<file path="src/rtl/irq_ctrl.sv">
// Memory-mapped interrupt controller: latches, masks and gates N_SRC request lines onto HWInt.
// Register window: PEND (W1C), MASK, MODE (1 = edge), CTRL (GEN, irq_id, irq_any).
module irq_ctrl #(
  parameter int unsigned N_SRC     = 6,
  parameter logic [31:0] BASE_ADDR = 32'h0000_7F20
) (
  input  logic             clk,
  input  logic             reset,
  input  logic [31:0]      Addr,
  input  logic             WE,
  input  logic [31:0]      Din,
  output logic [31:0]      Dout,
  input  logic [N_SRC-1:0] irq_in,
  output logic [N_SRC-1:0] HWInt,
  output logic [2:0]       irq_id,
  output logic             irq_any
);

  logic [N_SRC-1:0] pend_q, pend_d;
  logic [N_SRC-1:0] mask_q, mask_d;
  logic [N_SRC-1:0] mode_q, mode_d;
  logic [N_SRC-1:0] irq_prev_q, irq_prev_d;
  logic             gen_q, gen_d;

  logic       hit;
  logic       wr;
  logic [1:0] sel;

  assign hit = (Addr[31:4] == BASE_ADDR[31:4]);
  assign sel = Addr[3:2];
  assign wr  = hit & WE;

  always_comb begin
    pend_d     = pend_q;
    mask_d     = mask_q;
    mode_d     = mode_q;
    gen_d      = gen_q;
    irq_prev_d = irq_in;
    for (int i = 0; i < int'(N_SRC); i++) begin
      if (mode_q[i]) begin
        // Edge mode: a new edge wins over a same-cycle W1C.
        if (irq_in[i] && !irq_prev_q[i]) begin
          pend_d[i] = 1'b1;
        end else if (wr && (sel == 2'd0) && Din[i]) begin
          pend_d[i] = 1'b0;
        end
      end else begin
        pend_d[i] = irq_in[i];
      end
    end
    if (wr) begin
      unique case (sel)
        2'd1:    mask_d = Din[N_SRC-1:0];
        2'd2:    mode_d = Din[N_SRC-1:0];
        2'd3:    gen_d  = Din[0];
        default: ;
      endcase
    end
  end

  always_ff @(posedge clk or posedge reset) begin
    if (reset) begin
      pend_q     <= '0;
      mask_q     <= '0;
      mode_q     <= '0;
      irq_prev_q <= '0;
      gen_q      <= 1'b0;
    end else begin
      pend_q     <= pend_d;
      mask_q     <= mask_d;
      mode_q     <= mode_d;
      irq_prev_q <= irq_prev_d;
      gen_q      <= gen_d;
    end
  end

  assign HWInt   = pend_q & mask_q & {N_SRC{gen_q}};
  assign irq_any = |HWInt;

  // Descending scan so the lowest-numbered active source is the last (winning) write.
  always_comb begin
    irq_id = 3'd0;
    for (int i = int'(N_SRC) - 1; i >= 0; i--) begin
      if (HWInt[i]) begin
        irq_id = 3'(i);
      end
    end
  end

  always_comb begin
    Dout = 32'd0;
    if (hit) begin
      unique case (sel)
        2'd0:    Dout = {{(32 - N_SRC){1'b0}}, pend_q};
        2'd1:    Dout = {{(32 - N_SRC){1'b0}}, mask_q};
        2'd2:    Dout = {{(32 - N_SRC){1'b0}}, mode_q};
        default: Dout = {15'd0, irq_any, 5'd0, irq_id, 7'd0, gen_q};
      endcase
    end
  end

endmodule
</file>
<file path="config.mk">
export PLATFORM = sky130hd
export DESIGN_NAME = irq_ctrl
export DESIGN_NICKNAME = d
export VERILOG_FILES = /design/src/rtl/irq_ctrl.sv
export SDC_FILE = /design/constraint.sdc
export NUM_CORES = 1
export LEC_CHECK = 0
export ABC_AREA = 1
export CORE_MARGIN = 4
export CORE_UTILIZATION = 38
export CTS_BUF_LIST = sky130_fd_sc_hd__clkbuf_4 sky130_fd_sc_hd__clkbuf_8
export CTS_CLUSTER_SIZE = 28
export DETAILED_ROUTE_END_ITERATION = 7
export PLACE_DENSITY = 0.95
export SYNTH_ARGS = -nofsm -noshare
export SYNTH_HDL_FRONTEND = slang
export SYNTH_SLANG_ARGS = --single-unit
</file>
<file path="constraint.sdc">
create_clock -name clk -period 1.4 [get_ports clk]
set_input_delay 0.28 -clock clk [delete_from_list [all_inputs] [get_ports clk]]
set_output_delay 0.28 -clock clk [all_outputs]
set_load 0.02 [all_outputs]
</file>
==> metrics.yaml <==
worst_setup_path:
  worstSetupPathType: "reg2out"
  slowest_stage: "dfrtp_2"
  required_ps: 1120
  start_kind: "flop"
  critPathMaxStageDelay_ps: 550
  crit_family: "flip-flops"
  arrival_ps: 1570
  path_buf_inv: 2
  cp_cell_sequence: "nand3_2, nand2_2, nor2_4, inv_2, nor3_4, buf_6"
  crit_fanout: 8
  crit_path_end_kind: "primary output"
global_routing:
  grt_overflow_total: 0
  antenna_found_initial: 0
  track_usage_pct: 20.9
  grt_start_max_net_pins: 26
  grt_pass1_wl_um: 10000
  grt_pass1_vias: 2167
final_layout:
  syn2layout_area_growth_pct: 75.7
  drive_above_1_share_pct: 44.6
  utilization_pct: 70.3
  nets: 453
  fillCellCount: 338
  stdcell_count: 431
  diodes: 0
drt:
  detail_route.first_pass.iterations: 4
  drtIter0Drc: 199
  viasPerCell: 5.23
  vias: 2252
  routed_wl_um: 6920
  drc_errors: 0
  post_drt_wl_per_cell_um: 16.0
  postRouteAntennaNets: 0
die:
  dieWidth_um: 76.4
  io_pins: 115
  die_area_um2: 5840
  fp.coreArea_um2: 4440
  fp.dieH_um: 76.4
  initial_core_util_pct: 40.0
  core.rowCount: 24
synth:
  syn-cell-area_um2: 1780
  ys.flop_type: "dfrtp_1"
  async_flop_share_pct: 100
  synth_edf_count: 0
  synth_cells: 264
  yosysSeqAreaShare_pct: 35.2
  ys.warnings.count: 0
  synth-seq-cells: 25
  avgSynthCellArea_um2: 6.74
  yosysUniqueCellTypes: 22
placement:
  hpwlAfterDp_um: 4160
  placed_cells: 412
  gp_congestion: 0.849
  dp_slack_ps: -1210
  io_buffers: 64
clocking:
  path_clk_slew_ps: 100
  clock-sinks: 25
  h-tree-depth: 1
  tritoncts.num_buffers: 3
  cts_hold_buf: 0
  clk_latency_ps: 280
  clockBufferDepth: 2
  cts_tree: "yes"
  ctsRootBufferMaster: "clkbuf_8"
timing:
  finalHoldViolCount: 0
  fin_tns_setup_ps: -6330
  setup_viol_count_final: 20
  finalCriticalPeriod_ps: 1850
  final_max_slew_viol_count: 0
  setup_slack_ps: -451
  finClkSkew_ps: 1.04
  fmax_mhz: 540
  post-route-period-util_pct: 132
  rsz0062_at_grt: "true"
pwr:
  leakagePower_nw: 1.61
  p_per_area_nw_per_um2: 523
  max-vdd-ir-drop_mv: 0.354
hold_path:
  hp-class: "in2async"
run:
  cap_violations: 0
status:
  violations: "negative setup slack"
  status: "complete, but fails checks"
==> routing by layer <==
metal  vias up  global-route usage (%)  wire, um
met4         0                    9.24       215
li1       1029                       -         -
met3        25                    2.96       565
met1      1048                    23.2      2490
met5         -                       0         0
met2       150                    39.1      3640
==> per-stage QoR <==
step | cell area [um2] | total power, mW | hold WS, ps
2_1_floorplan | 1920 | 0.940 | 307
4_1_cts | 3030 | 1.58 | 358
3_5_place_dp | 2730 | 1.10 | 495
5_1_grt | 3130 | 1.70 | 383
6_report | 3130 | 1.63 | 335
3_3_place_gp | 2730 | 1.09 | 480
==> synth_stat cells (2+ instances only) <==
master | instances | share of area, %
a21oi_1 | 9 | 2.5
a221oi_1 | 5 | 2.5
buf_2 | 4 | 1.1
buf_4 | 22 | 9.3
dfrtp_1 | 25 | 35
inv_1 | 40 | 8.4
nand2_1 | 71 | 15
nand2_2 | 2 | 0.70
nand3_1 | 8 | 2.3
nand3_2 | 3 | 1.7
nand4_1 | 21 | 7.4
nor2_1 | 37 | 7.8
o21ai_0 | 8 | 2.3
==> logic make-up (layout without fill, tap and decap cells) <==
logic type | Yosys count | after routing | synth area share, %
simple gates | 146 | 146 | 37.1
buf+inv | 69 | 163 | 19.9
flops | 25 | 25 | 35.2
compound gates | 23 | 23 | 7.59
other cells | 1 | 22 | 0.211
==> state kept, by name, summed over array words and instances (netlist names) <==
signal / count
pend_q: 6
mask_q: 6
irq_prev_q: 6
gen_q: 1
mode_q: 6
==> cell type report <==
class / instances / area, um2 / area share [%]
clock buffers: 3 / 41.3 / 1.32
clock inverters: 1 / 7.51 / 0.240
inverters: 41 / 161 / 5.16
multi-input cells: 191 / 1170 / 37.5
flip-flops and latches: 25 / 627 / 20.1
well taps: 52 / 65.1 / 2.08
repair buffers: 118 / 1050 / 33.6
==> what timing repair did <==
item / CTS / global route
pin swaps: 36 / 28
setup buffers: 21 / 6
gates resized for setup: 248 / 66
gates cloned: 0 / 0
setup endpoints to repair: 38 / 39
==> layout by cell type, fill, tap and decap left out, drive strengths merged <==
cell	Yosys	layout
a221oi	5	5
nor3	2	2
clkdlybuf4s50	0	14
a21oi	9	9
conb	1	22
nand4	21	21
nand3	11	11
clkbuf	1	13
clkinvlp	0	3
buf	27	94
o21ai	8	8
dfrtp	25	25
nor2	39	39
inv	41	39
nand2	73	73
o22ai	1	1
==> worst reg2reg max path, stage by stage (launching register included) <==
cell and delay, ps:
dfrtp_1 410, buf_4 150, nand2_1 60, a21oi_1 150, nand2_1 80, nand2_1 60
==> where the power goes <==
part	internal (mW)	switching (mW)
Sequential	0.739	0.0123
Combinational	0.192	0.225
Clock	0.203	0.263
Total	1.13	0.501
==> path summary, 6_finish.rpt <==
check                           from       endpoint  slack, ps  depth (start not counted)
setup / recovery               gen_q       Dout[10]       -450                          6
hold reg to reg            mode_q[3]      mode_q[3]        510                          2
setup reg to reg           pend_q[5]      pend_q[5]        440                          5
max in group asynchronous      reset          gen_q        800                          3
min in group clk           irq_in[5]  irq_prev_q[5]        480                          1
hold / removal                 reset  irq_prev_q[2]        340                          3
Note: power is estimated with default switching activity, not from simulation.
==> variant: new RTL, same settings <==
`N_SRC`: 6 -> 7.
--- a/src/rtl/irq_ctrl.sv
+++ b/src/rtl/irq_ctrl.sv
@@ -3,3 +3,3 @@
 module irq_ctrl #(
-  parameter int unsigned N_SRC     = 6,
+  parameter int unsigned N_SRC     = 7,
   parameter logic [31:0] BASE_ADDR = 32'h0000_7F20
Interface: changed (resized HWInt and irq_in); port bits go from 115 to 117. The function was not compared with the original's and may differ.
==> variant against the original RTL <==
The run still ends with negative setup slack left. Area after synthesis is 11% higher. Sequential cell count is 4 higher. Via count is 16% higher. Sequential share of layout area is 1.0 points lower. Routed wire length is 26% higher. Die area is 9.7% higher. Critical path depth is 1 higher. Design area is 22% higher. Worst setup slack worse by 170 ps. Power is 25% higher. Largest cell class is now non-clock buffers.
==> variant: results (changes against the original RTL) <==
Largest net degree at the start of global routing: 30 (+15%)
Sequential area share after synthesis: 36.8% (+1.6 points)
Distinct cells, synth: 23 (+4.5%)
Dpl cells: 467 (+13%)
Drt total wl: 8.69 mm (+26%)
Vias in the first global route: 2714 (+25%)
Htree depth: 2 (+1)
Critical-path top delay cell: dfrtp_2
Hold/Removal Path Class: in2async
Met1 Resource Use GR: 23.2% (-0.083 points)
Gr usage total: 26.0% (+5.1 points)
GR met3 Demand/Resource: 7.56% (+4.6 points)
Worst Skew: 13.5 ps (+12.4 ps)
Final ANT Viol Nets: 0 (unchanged)
CTS Buf Count: 5 (+2)
Top post-synthesis cells by area: dfrtp_1 37%, nand2_1 14%, buf_4 8.0%, inv_1 8.0%, nand4_1 7.6%
VDD IR-drop max: 0.387 mV (+9.3%)
Fin worst setup slack: -616 ps (-165 ps)
IO Port Bufs: 68 (+6.3%)
Syn Area/Cell: 6.92 sq um (+2.7%)
Metal-1 WL: 2.83 mm (+14%)
Top cells by count, synth: 75 x nand2_1, 42 x inv_1, 39 x nor2_1
Skew-Pair Late Insertion Delay: 290 ps
Antenna violations before repair: 0 (unchanged)
HPWL Detailed: 4.92 mm (+18%)
First-pass GRT wire length: 12.5 mm (+25%)
Flop-to-flop setup slack: 360 ps (-80 ps)
FILL cells: 314 (-7.1%)
Arrival time at the worst endpoint: 1740 ps (+170 ps)
Vias per inst: 5.26 (+0.70%)
Synth Area in Compound Gates: 8.12% (+0.53 points)
Maximum buffer depth of the clock tree: 2 (unchanged)
Final Setup Violations: 23 (+15%)
Leak: 1.83 nW (+14%)
Routed wl met3: 779 um (+38%)
Fraction of registers with async set/reset: 100% (unchanged)
Met2 WL: 4.77 mm (+31%)
First-iteration detailed-routing DRC count: 283 (+42%)
Crit-path max FO: 7 (-1)
Final Wtd Congestion: 0.825 (-2.9%)
Post-route setup TNS: -8500 ps (-2180 ps)
Status: complete, but fails checks
Layout cells sized above 1: 50.9% (+6.3 points)
Worst hold slack: 316 ps (-18.8 ps)
Failing checks: negative setup slack
Non-filler cells, final: 497 (+15%)
Synth Warn #: 0 (unchanged)
Diodes inserted: 0 (unchanged)
Met2 Track Usage GR: 51.2% (+12 points)
Clock slew at reported path FFs: 70 ps (-30 ps)
## variant: cell count changes in the layout (fill, tap and decap cells not counted), moves of 5 or more
cell     unedited run  this run
nand2_1            64        52
buf_6              40        59
nand2_2             5        22
inv_4               0         5
## variant: what timing repair did
action                                  CTS  global route
setup buffers                            25            10
gates resized for setup                 261            90
pin swaps                                39            32
endpoints found under the setup margin   37            44
## variant: stage by stage
step | cell area (sq um) | setup slack, ps
2_1_floorplan | 2180 | -171
3_3_place_gp | 3190 | -1110
3_5_place_dp | 3190 | -1170
4_1_cts | 3680 | -517
5_1_grt | 3820 | -687
6_report | 3820 | -616
## variant: area by class of cell
class | instances | area [sq um] | share of cell area [%]
Clock buffer | 6 | 76.3 | 2.00
Clock inverter | 2 | 10.0 | 0.262
Inverter | 43 | 186 | 4.88
Multi-Input combinational cell | 204 | 1370 | 35.7
Sequential cell | 29 | 727 | 19.0
Tap cell | 67 | 83.8 | 2.20
Timing Repair Buffer | 146 | 1370 | 35.9
## variant: worst paths after layout
| kind | startpoint | end | depth (start not counted) |
|---|---|---|---|
| min in group clk | irq_in[5] | irq_prev_q[5]$_DFF_PP0_ | 1 |
| worst max register to register | pend_q[6]$_DFFE_PP0P_ | pend_q[6]$_DFFE_PP0P_ | 6 |
| worst min-delay path | reset | mode_q[0]$_DFFE_PP0P_ | 3 |
| worst max-delay path | gen_q$_DFFE_PP0P_ | Dout[10] | 7 |
| max in group asynchronous | reset | gen_q$_DFFE_PP0P_ | 3 |
| worst min register to register | mode_q[2]$_DFFE_PP0P_ | mode_q[2]$_DFFE_PP0P_ | 3 |
## variant: report_power, final
part / switching [mW] / internal [mW] / leakage (nW)
clock: 0.359 / 0.364 / 0.0484
combinational: 0.237 / 0.207 / 1.41
sequential: 0.0200 / 0.858 / 0.371
